### config.mk
export PLATFORM = sky130hd
export DESIGN_NAME = vedic_seq_mult_ctrl
export DESIGN_NICKNAME = d
export VERILOG_FILES = /design/src/rtl/vedic_pkg.sv /design/src/rtl/normal_add_8_bit.sv /design/src/rtl/vedic_seq_mult_ctrl.sv
export SDC_FILE = /design/constraint.sdc
export NUM_CORES = 1
export LEC_CHECK = 0
export ABC_AREA = 1
export BUFFER_PORTS_ARGS = -buffer_cell sky130_fd_sc_hd__buf_4
export CORE_ASPECT_RATIO = 0.6
export CORE_MARGIN = 2
export CORE_UTILIZATION = 50
export DETAILED_ROUTE_END_ITERATION = 8
export PLACE_DENSITY = 0.75
export SETUP_SLACK_MARGIN = 0.02
export SLEW_MARGIN = 30
export SYNTH_ARGS = -nofsm -noshare
export SYNTH_HDL_FRONTEND = slang
export SYNTH_SLANG_ARGS = --single-unit
### constraint.sdc
create_clock -name clk -period 7.5 [get_ports clk]
set_clock_uncertainty 0.2 [all_clocks]
set_input_delay 0.375 -clock clk [delete_from_list [all_inputs] [get_ports clk]]
set_output_delay 0.375 -clock clk [all_outputs]
set_load 0.01 [all_outputs]
### src/rtl/vedic_pkg.sv
// Shared types and helpers for the sequential Vedic multiplier controller.
package vedic_pkg;

  localparam int N_DEFAULT = 8;
  localparam int H_DEFAULT = N_DEFAULT / 2;
  // Widest half-operand the partial-product helper supports (N up to 32).
  localparam int HALF_MAX = 16;

  typedef enum logic [2:0] {
    ST_IDLE  = 3'd0,
    ST_MUL   = 3'd1,
    ST_ADD_A = 3'd2,
    ST_ADD_B = 3'd3,
    ST_DONE  = 3'd4
  } state_t;

  // Half-width vertical-and-crosswise partial product; callers truncate to 2H bits.
  function automatic logic [2*HALF_MAX-1:0] half_mult(input logic [HALF_MAX-1:0] x,
                                                      input logic [HALF_MAX-1:0] y);
    return {{HALF_MAX{1'b0}}, x} * {{HALF_MAX{1'b0}}, y};
  endfunction

endpackage

### src/rtl/normal_add_8_bit.sv
// Ripple-carry adder of width N; the carry-out is dropped by design.
module normal_add_8_bit #(
  parameter int N = 8
) (
  input  logic [N-1:0] a,
  input  logic [N-1:0] b,
  output logic [N-1:0] sum
);

  logic w_carry;

  always_comb begin
    sum     = '0;
    w_carry = 1'b0;
    for (int i = 0; i < N; i++) begin
      sum[i]  = a[i] ^ b[i] ^ w_carry;
      w_carry = (a[i] & b[i]) | (w_carry & (a[i] ^ b[i]));
    end
  end

endmodule

### src/rtl/vedic_seq_mult_ctrl.sv
// N x N Vedic multiplier: four half-width partial products accumulated over
// two passes through one shared 2N-bit ripple adder.
module vedic_seq_mult_ctrl
  import vedic_pkg::*;
#(
  parameter int N = N_DEFAULT
) (
  input  logic           clk,
  input  logic           rst,
  input  logic           in_valid,
  output logic           in_ready,
  input  logic [N-1:0]   a,
  input  logic [N-1:0]   b,
  output logic           out_valid,
  input  logic           out_ready,
  output logic [2*N-1:0] product,
  output logic           busy,
  output logic [2:0]     dbg_state
);

  localparam int H = N / 2;

  // Handshakes: a transfer happens on a rising edge where valid and ready are
  // both high; out_valid/product hold steady until out_ready is seen.
  state_t           r_state;
  logic [N-1:0]     r_a, r_b;
  logic [N-1:0]     r_q0, r_q1, r_q2, r_q3;
  logic [2*N-1:0]   r_acc;
  logic             r_in_ready, r_out_valid, r_busy;

  logic [N-1:0]     w_pp0, w_pp1, w_pp2, w_pp3;
  logic [2*N-1:0]   w_add_a, w_add_b, w_sum;

  assign w_pp0 = N'(half_mult(HALF_MAX'(r_a[H-1:0]), HALF_MAX'(r_b[H-1:0])));
  assign w_pp1 = N'(half_mult(HALF_MAX'(r_a[N-1:H]), HALF_MAX'(r_b[H-1:0])));
  assign w_pp2 = N'(half_mult(HALF_MAX'(r_a[H-1:0]), HALF_MAX'(r_b[N-1:H])));
  assign w_pp3 = N'(half_mult(HALF_MAX'(r_a[N-1:H]), HALF_MAX'(r_b[N-1:H])));

  // Adder inputs held at zero outside the two accumulate states.
  always_comb begin
    w_add_a = '0;
    w_add_b = '0;
    case (r_state)
      ST_ADD_A: begin
        w_add_a = r_acc;
        w_add_b = {{H{1'b0}}, r_q1, {H{1'b0}}};
      end
      ST_ADD_B: begin
        w_add_a = r_acc;
        w_add_b = {{H{1'b0}}, r_q2, {H{1'b0}}};
      end
      default: begin
        w_add_a = '0;
        w_add_b = '0;
      end
    endcase
  end

  normal_add_8_bit #(.N(2*N)) u_adder (
    .a   (w_add_a),
    .b   (w_add_b),
    .sum (w_sum)
  );

  always_ff @(posedge clk) begin
    if (rst) begin
      r_state     <= ST_IDLE;
      r_a         <= '0;
      r_b         <= '0;
      r_q0        <= '0;
      r_q1        <= '0;
      r_q2        <= '0;
      r_q3        <= '0;
      r_acc       <= '0;
      r_in_ready  <= 1'b1;
      r_out_valid <= 1'b0;
      r_busy      <= 1'b0;
    end else begin
      case (r_state)
        ST_IDLE: begin
          if (in_valid) begin
            r_a        <= a;
            r_b        <= b;
            r_state    <= ST_MUL;
            r_in_ready <= 1'b0;
            r_busy     <= 1'b1;
          end
        end
        ST_MUL: begin
          r_q0    <= w_pp0;
          r_q1    <= w_pp1;
          r_q2    <= w_pp2;
          r_q3    <= w_pp3;
          r_acc   <= {w_pp3, w_pp0};
          r_state <= ST_ADD_A;
        end
        ST_ADD_A: begin
          r_acc   <= w_sum;
          r_state <= ST_ADD_B;
        end
        ST_ADD_B: begin
          r_acc       <= w_sum;
          r_state     <= ST_DONE;
          r_out_valid <= 1'b1;
        end
        ST_DONE: begin
          if (out_ready) begin
            r_state     <= ST_IDLE;
            r_out_valid <= 1'b0;
            r_busy      <= 1'b0;
            r_in_ready  <= 1'b1;
          end
        end
        default: begin
          r_state     <= ST_IDLE;
          r_out_valid <= 1'b0;
          r_busy      <= 1'b0;
          r_in_ready  <= 1'b1;
        end
      endcase
    end
  end

  assign in_ready  = r_in_ready;
  assign out_valid = r_out_valid;
  assign busy      = r_busy;
  assign product   = r_acc;
  assign dbg_state = r_state;

endmodule

Word-level counts from Yosys, hierarchy flattened
Cells that the tools add are included.
{"block": "totals", "out_inout_bits": 22, "register_bits": 54}
{"block": "classes", "n_eq_ne": 6, "muxes": 13, "mul": 4, "n_reduce_logical": 9, "bitwise": 76}
{"cell": "multiplier 4 x 4 -> 8 bit", "count": 4}
{"cell": "case mux 16 bit (2 select lines)", "count": 1}
{"cell": "XOR 1 bit", "count": 27}
{"cell": "AND 1 bit", "count": 26}
{"cell": "case mux 12 bit (2 select lines)", "count": 1}
{"cell": "2-to-1 mux 16 bit", "count": 1}
{"cell": "case mux 3 bit (5 select lines)", "count": 1}
{"cell": "OR 1 bit", "count": 14}
{"cell": "case mux 1 bit (3 select lines)", "count": 3}
{"cell": "== test 3 x 2 -> 1 bit (second input constant)", "count": 2}
{"cell": "2-to-1 mux 3 bit", "count": 2}
{"cell": "AND reduction 2 bit", "count": 3}
{"cell": "OR reduction 3 bit", "count": 2}
{"cell": "2-to-1 mux 1 bit", "count": 4}
{"cell": "inequality test 2 bit (second input constant)", "count": 2}
{"cell": "XOR 1 bit (second input constant)", "count": 4}
{"cell": "AND 1 bit (second input constant)", "count": 3}
{"cell": "== test 3 x 1 -> 1 bit (second input constant)", "count": 1}
{"cell": "== test 3 bit (second input constant)", "count": 1}
{"cell": "zero test 3 bit", "count": 1}
{"cell": "AND reduction 3 bit", "count": 1}
{"cell": "NOT 1 bit", "count": 2}
{"cell": "nonzero test 2 bit", "count": 1}
{"cell": "OR reduction 2 bit", "count": 1}

Longest topological paths before layout
{"block": "logic_depth", "depth_word": 34, "depth_mapped": 21, "depth_no_buf": 20}

By module
Synthesis repeated with hierarchy kept, for this count alone.
{"block": "hier_totals", "cells_unflattened": 650, "area_unflattened_um2": 4609.4}
{"mod": "vedic_seq_mult_ctrl", "area_each_um2": 4257.8, "cells_per_inst": 620, "seq_area_each_um2": 1081.0, "instances": 1}
{"mod": "normal_add_8_bit", "area_each_um2": 351.6, "cells_per_inst": 30, "seq_area_each_um2": 0.0, "instances": 1}

Worst setup path before layout
No wires, ideal clock.
{"block": "synth_timing", "kind": "register to register", "startpoint": "register r_state[2] (netlist: dbg_state[2])", "endpoint": "register r_acc[15] (netlist: product[15])", "path_buffers": 1, "arrival_ps": 4871, "stages_incl_launch_ff": 21, "synth_period_minus_slack_ps": 5190, "setup_slack_ps": 2310, "required_ps": 7181, "cell_sequence": "dfxtp_1 nor2_1 nand2_2 nand2_4 inv_2 buf_2 nor2_1 ha_1 fa_1 fa_1 fa_1 fa_1 fa_1 fa_1 fa_1 ha_1 ha_1 ha_1 xor2_1 a21oi_1 a21oi_1"}
{"block": "synth_between", "elab_chain_len": 34, "elab_cells_between_ends": 67, "cone_classes": "eq/ne: 3; mux: 3; bitwise: 59; reduce/logical: 2"}
{"element": "start: declaration", "line_no": "vedic_seq_mult_ctrl.sv:25", "text": "state_t r_state;"}
{"element": "start signal: assignment", "line_no": "vedic_seq_mult_ctrl.sv:67", "text": "r_state <= ST_IDLE;"}
{"element": "start signal: assignment", "line_no": "vedic_seq_mult_ctrl.sv:84", "text": "r_state <= ST_MUL;"}
{"element": "start signal: assignment", "line_no": "vedic_seq_mult_ctrl.sv:95", "text": "r_state <= ST_ADD_A;"}
{"element": "== test 3 x 2 -> 1 bit", "line_no": "vedic_seq_mult_ctrl.sv:43, vedic_seq_mult_ctrl.sv:79"}
{"element": "OR reduction 2 bit (no source line)"}
{"element": "2-to-1 mux 16 bit", "line_no": "vedic_seq_mult_ctrl.sv:43", "text": "case (r_state)"}
{"element": "AND 1 bit or XOR 1 bit (tied branches)", "line_no": "normal_add_8_bit.sv:17", "text": "w_carry = (a[i] & b[i]) | (w_carry & (a[i] ^ b[i]));"}
{"element": "AND 1 bit", "line_no": "normal_add_8_bit.sv:17"}
{"element": "OR 1 bit", "line_no": "normal_add_8_bit.sv:17"}
{"element": "AND 1 bit", "line_no": "normal_add_8_bit.sv:17"}
{"element": "OR 1 bit", "line_no": "normal_add_8_bit.sv:17"}
{"element": "(+18 left out)"}
{"element": "AND 1 bit", "line_no": "normal_add_8_bit.sv:17"}
{"element": "OR 1 bit", "line_no": "normal_add_8_bit.sv:17"}
{"element": "AND 1 bit", "line_no": "normal_add_8_bit.sv:17"}
{"element": "OR 1 bit", "line_no": "normal_add_8_bit.sv:17"}
{"element": "AND 1 bit", "line_no": "normal_add_8_bit.sv:17"}
{"element": "OR 1 bit", "line_no": "normal_add_8_bit.sv:17"}
{"element": "XOR 1 bit", "line_no": "normal_add_8_bit.sv:16", "text": "sum[i] = a[i] ^ b[i] ^ w_carry;"}
{"element": "case mux 16 bit (2 select lines)", "line_no": "vedic_seq_mult_ctrl.sv:79", "text": "case (r_state)"}
{"element": "end signal: assignment", "line_no": "vedic_seq_mult_ctrl.sv:94", "text": "r_acc <= {w_pp3, w_pp0};"}
{"element": "end signal: assignment", "line_no": "vedic_seq_mult_ctrl.sv:98", "text": "r_acc <= w_sum;"}
{"element": "end signal: assignment", "line_no": "vedic_seq_mult_ctrl.sv:102", "text": "r_acc <= w_sum;"}
{"element": "end: declaration", "line_no": "vedic_seq_mult_ctrl.sv:28", "text": "logic [2*N-1:0] r_acc;"}
Several ways; a longest one is shown, not always the timed one.
A chain may end at the register's enable or synchronous reset.

Worst setup path in the final report
Ends and elaborated chain as after synthesis.

==> impl_results.md <==
* Cell Pwr Density at 186 nW/µm²
* Flip-flop and latch count after synthesis at 54
* Most used standard cell by instance count after synthesis: sky130_fd_sc_hd__inv_1
* Worst Reg-to-Reg Cells at 19
* # Post-CTS Setup Buffers at 0
* RSZ-0062 raised after global routing: no
* Hold Path Cell Cnt at 3
* Final min period at 5.65 ns
* Pin count of the biggest net entering global routing at 38
* Wire length of the first global-routing pass at 16,400 µm
* Sort of element at the start of the critical path: register
* Number of buffers added by the clock tree synthesis step at 5
* Cell total after placement at 705
* Share of synthesized registers carrying an async set or reset at 0
* Number of detailed-route iterations in the first pass at 5
* Number of buffers added on ports at 41
* Maximum achievable frequency at 177 MHz
* Hold_sp: b[6]
* Minimum setup slack in the final design at 1.85 ns
* Clock latency at the later pin of the worst-skew pair at 0.30 ns
* Standard-cell row count at 25
* Final design area excluding fillers at 4710 µm²
* Initial antenna violation count at 0
* Clock-pin slew on the worst setup and hold paths at 0.08 ns
* Worst reg2reg path startpoint: dbg_state[2]$_SDFFE_PP0P_
* Maxcap violations at 0
* GRT overflow at 0
* Root buffer cell: sky130_fd_sc_hd__clkbuf_16
* Critical path, cell by cell: inv_1 -> nand3_1 -> nand2_4 -> inv_2 -> nor2_1 -> ha_1 -> fa_1 -> fa_1 -> fa_1 -> fa_1 -> fa_1 -> fa_1 -> fa_1 -> ha_1 -> ha_1 -> ha_1 -> xor2_1 -> a21oi_1 -> a21oi_1
* Most used cell along the critical path: sky130_fd_sc_hd__fa_1
* Combined global-route utilization of all metal layers at 0.231
* Number of levels in the clock H-tree at 2
* Diodes inserted at 0
* R2r setup slk at 1.85 ns
* Crit path required time at 7.49 ns
* Startpoint-to-endpoint class of the critical path: reg2reg
* Core region area at 8040 µm²
* Initial DRC count at 337
* Vias in the first global route at 3,599
* Synth area leaders: sky130_fd_sc_hd__dfxtp_1 (26%), sky130_fd_sc_hd__ha_1 (15%), sky130_fd_sc_hd__fa_1 (11%), sky130_fd_sc_hd__inv_1 (11%), sky130_fd_sc_hd__nand2_1 (9.6%)
* Setup slack at placement at 1.91 ns
* Worst IR drop on VDD at 0.0000990 V
* Via count at 3,728
* Number of sinks on the clock net at 54
* WL per Instance at 13.5 µm
* DIE AREA at 9230 µm²
* Hold buffer count at CTS at 0
* Total wirelength of the detailed-routed design at 9600 µm
* Share of post-route cells with drive strength above 1 at 0.0992
* Setup tns final at 0 ns
* Final layout net count at 699
* Number of inserted filler cells in the final layout at 750
* Remaining routing DRC violations at 0
* Arrival time of data at the critical path endpoint at 5.64 ns
* Max incr delay on CP at 0.41 ns
* Max-slew headroom at the worst pin at 0.408
* Die Y-Extent at 75.2 µm
* Detail Route Antenna Nets at 0
* Number of flops mapped to enable cells by yosys at 0
* Final number of hold-violating endpoints at 0
* List of most frequent post-synthesis cells: sky130_fd_sc_hd__inv_1 (121), sky130_fd_sc_hd__nand2_1 (108), sky130_fd_sc_hd__a21oi_1 (57)
* Final HPWL DP at 7400 µm
* Cell type with the largest total area after synthesis: sky130_fd_sc_hd__dfxtp_1
* Instance count of the mapped netlist at 586
* Count of unique library cells instantiated by Yosys at 31
* Number of standard cells in the final layout excluding fillers at 713
* CP max stage cell: sky130_fd_sc_hd__dfxtp_1
* Number of top-level design ports at 42
* Placement-stage cell area at 4540 µm²
* Synth top area share at 0.256
* Final weighted congestion in routability-driven placement at 0.941
* Hold-critical path endpoint: r_b[6]$_SDFFE_PP0P_
* Cell leakage power at 2.62 nW
* Max FO, Critical Path at 18
* Period utilisation layout at 0.753
* Average cell area after synthesis at 7.21 µm²
* Relative area change from synthesis to final layout at 11.5%
* CTS tree: built
* Flip-flop cell with the highest count after synthesis: sky130_fd_sc_hd__dfxtp_1
* Tightest Pin Transition at 0.882 ns
* Final setup violation count at 0
* Endpoint of the most critical register-to-register path: product[15]$_SDFFE_PP0P_
* Width of the chip at 123 µm
* YS warnings at 0
* Result of the run: completed
* Net count of the mapped netlist at 681
* Fraction of the yosys area taken by sequential cells at 0.256
* Number of cells upsized or downsized after cts at 0
* Total count of max-transition violations in the final report at 0
* Drt via density at 5.23
* Hold/Removal Path Class: in2reg
* Combined area of all synthesized cells at 4230 µm²
* Initial core utilization at 0.526
* Maximum buffer depth of the clock tree at 2
* Category of the worst setup path capture point: register
[cells in the final DEF (no fill, tap or decap), drive strengths merged]
cell type    n
clkinv       1
bufinv       1
o21ai       46
a21oi       57
o211ai       4
nand3       18
or2          3
buf         42
inv        123
a211oi       2
nor2        32
nand2      110
ha          52
clkbuf       5
nand4        3
nor4         1
xnor2        5
dfxtp       54
xor2         2
o211a        1
o22ai       10
a31oi        2
fa          23
nand3b       4
a21o         2
clkinvlp     2
[cell families (layout without fill, tap and decap cells)]
family	Yosys count	in the layout	share of synthesized area
xor gates and xnor gates	7	7	0.0145
AOI/OAI and AO/OA	124	124	0.156
buffers and inverters	155	174	0.142
DFF	54	54	0.256
and+or+nand+nor	171	171	0.169
adders and majority gates	75	75	0.263
[state kept, by name, summed over array words and instances (netlist names)]
register / count
r_q1: 8
out_valid: 1
r_b: 8
dbg_state: 3
r_q2: 8
product: 16
r_a: 8
busy: 1
in_ready: 1
[report_power, final]
part / internal (mW) / switching, mW / total [mW]
Clock: 0.158 / 0.114 / 0.271
Combinational: 0.0912 / 0.140 / 0.231
Sequential: 0.326 / 0.0474 / 0.373
Total: 0.575 / 0.301 / 0.876
[worst max-delay path: cells and delay by family (launching register included)]
kind	cells	cell delay, ns
fa+ha+maj	11	3.57
simple gates	3	0.61
flops	1	0.41
buf+inv	2	0.39
compound gates	2	0.21
xor+xnor	1	0.14
[area by class of cell]
cell class,instances,area [µm²],area share
Multi-Input combinational cell,377,2550,0.540
Sequential cell,54,1080,0.229
Clock buffer,5,125,0.0265
Clock inverter,3,45.0,0.00955
Timing Repair Buffer,42,315,0.0669
Inverter,124,465,0.0987
Tap cell,108,135,0.0287
[routing by layer]
metal	wire length [µm]	share of wire	global-route usage
met1	4490	0.47	0.309
met2	4250	0.44	0.382
met3	723	0.075	0.0523
met4	139	0.014	0.0587
met5	0	0	0
[worst max-delay path by stage]
stage | from | endpoint | slack (ns) | cells past startpoint
2_1_floorplan | dbg_state[2]$_SDFFE_PP0P_ | product[15]$_SDFFE_PP0P_ | 2.31 | 20
3_3_place_gp | dbg_state[2]$_SDFFE_PP0P_ | product[14]$_SDFFE_PP0P_ | 2.04 | 20
3_5_place_dp | dbg_state[2]$_SDFFE_PP0P_ | product[14]$_SDFFE_PP0P_ | 1.91 | 20
4_1_cts | dbg_state[2]$_SDFFE_PP0P_ | product[15]$_SDFFE_PP0P_ | 1.88 | 19
5_1_grt | dbg_state[2]$_SDFFE_PP0P_ | product[14]$_SDFFE_PP0P_ | 1.45 | 20
6_report | dbg_state[2]$_SDFFE_PP0P_ | product[15]$_SDFFE_PP0P_ | 1.85 | 19
[per-stage QoR]
stage / hold slack (ns) / utilization / power [mW]
after floorplan: 0.230 / - / 0.532
after global placement: 0.242 / 0.565 / 0.602
after detailed placement: 0.255 / 0.565 / 0.608
after CTS: 0.153 / 0.586 / 0.878
after global routing: 0.179 / 0.586 / 0.932
final: 0.155 / 0.586 / 0.876
Note: power is estimated with default switching activity, not from simulation.
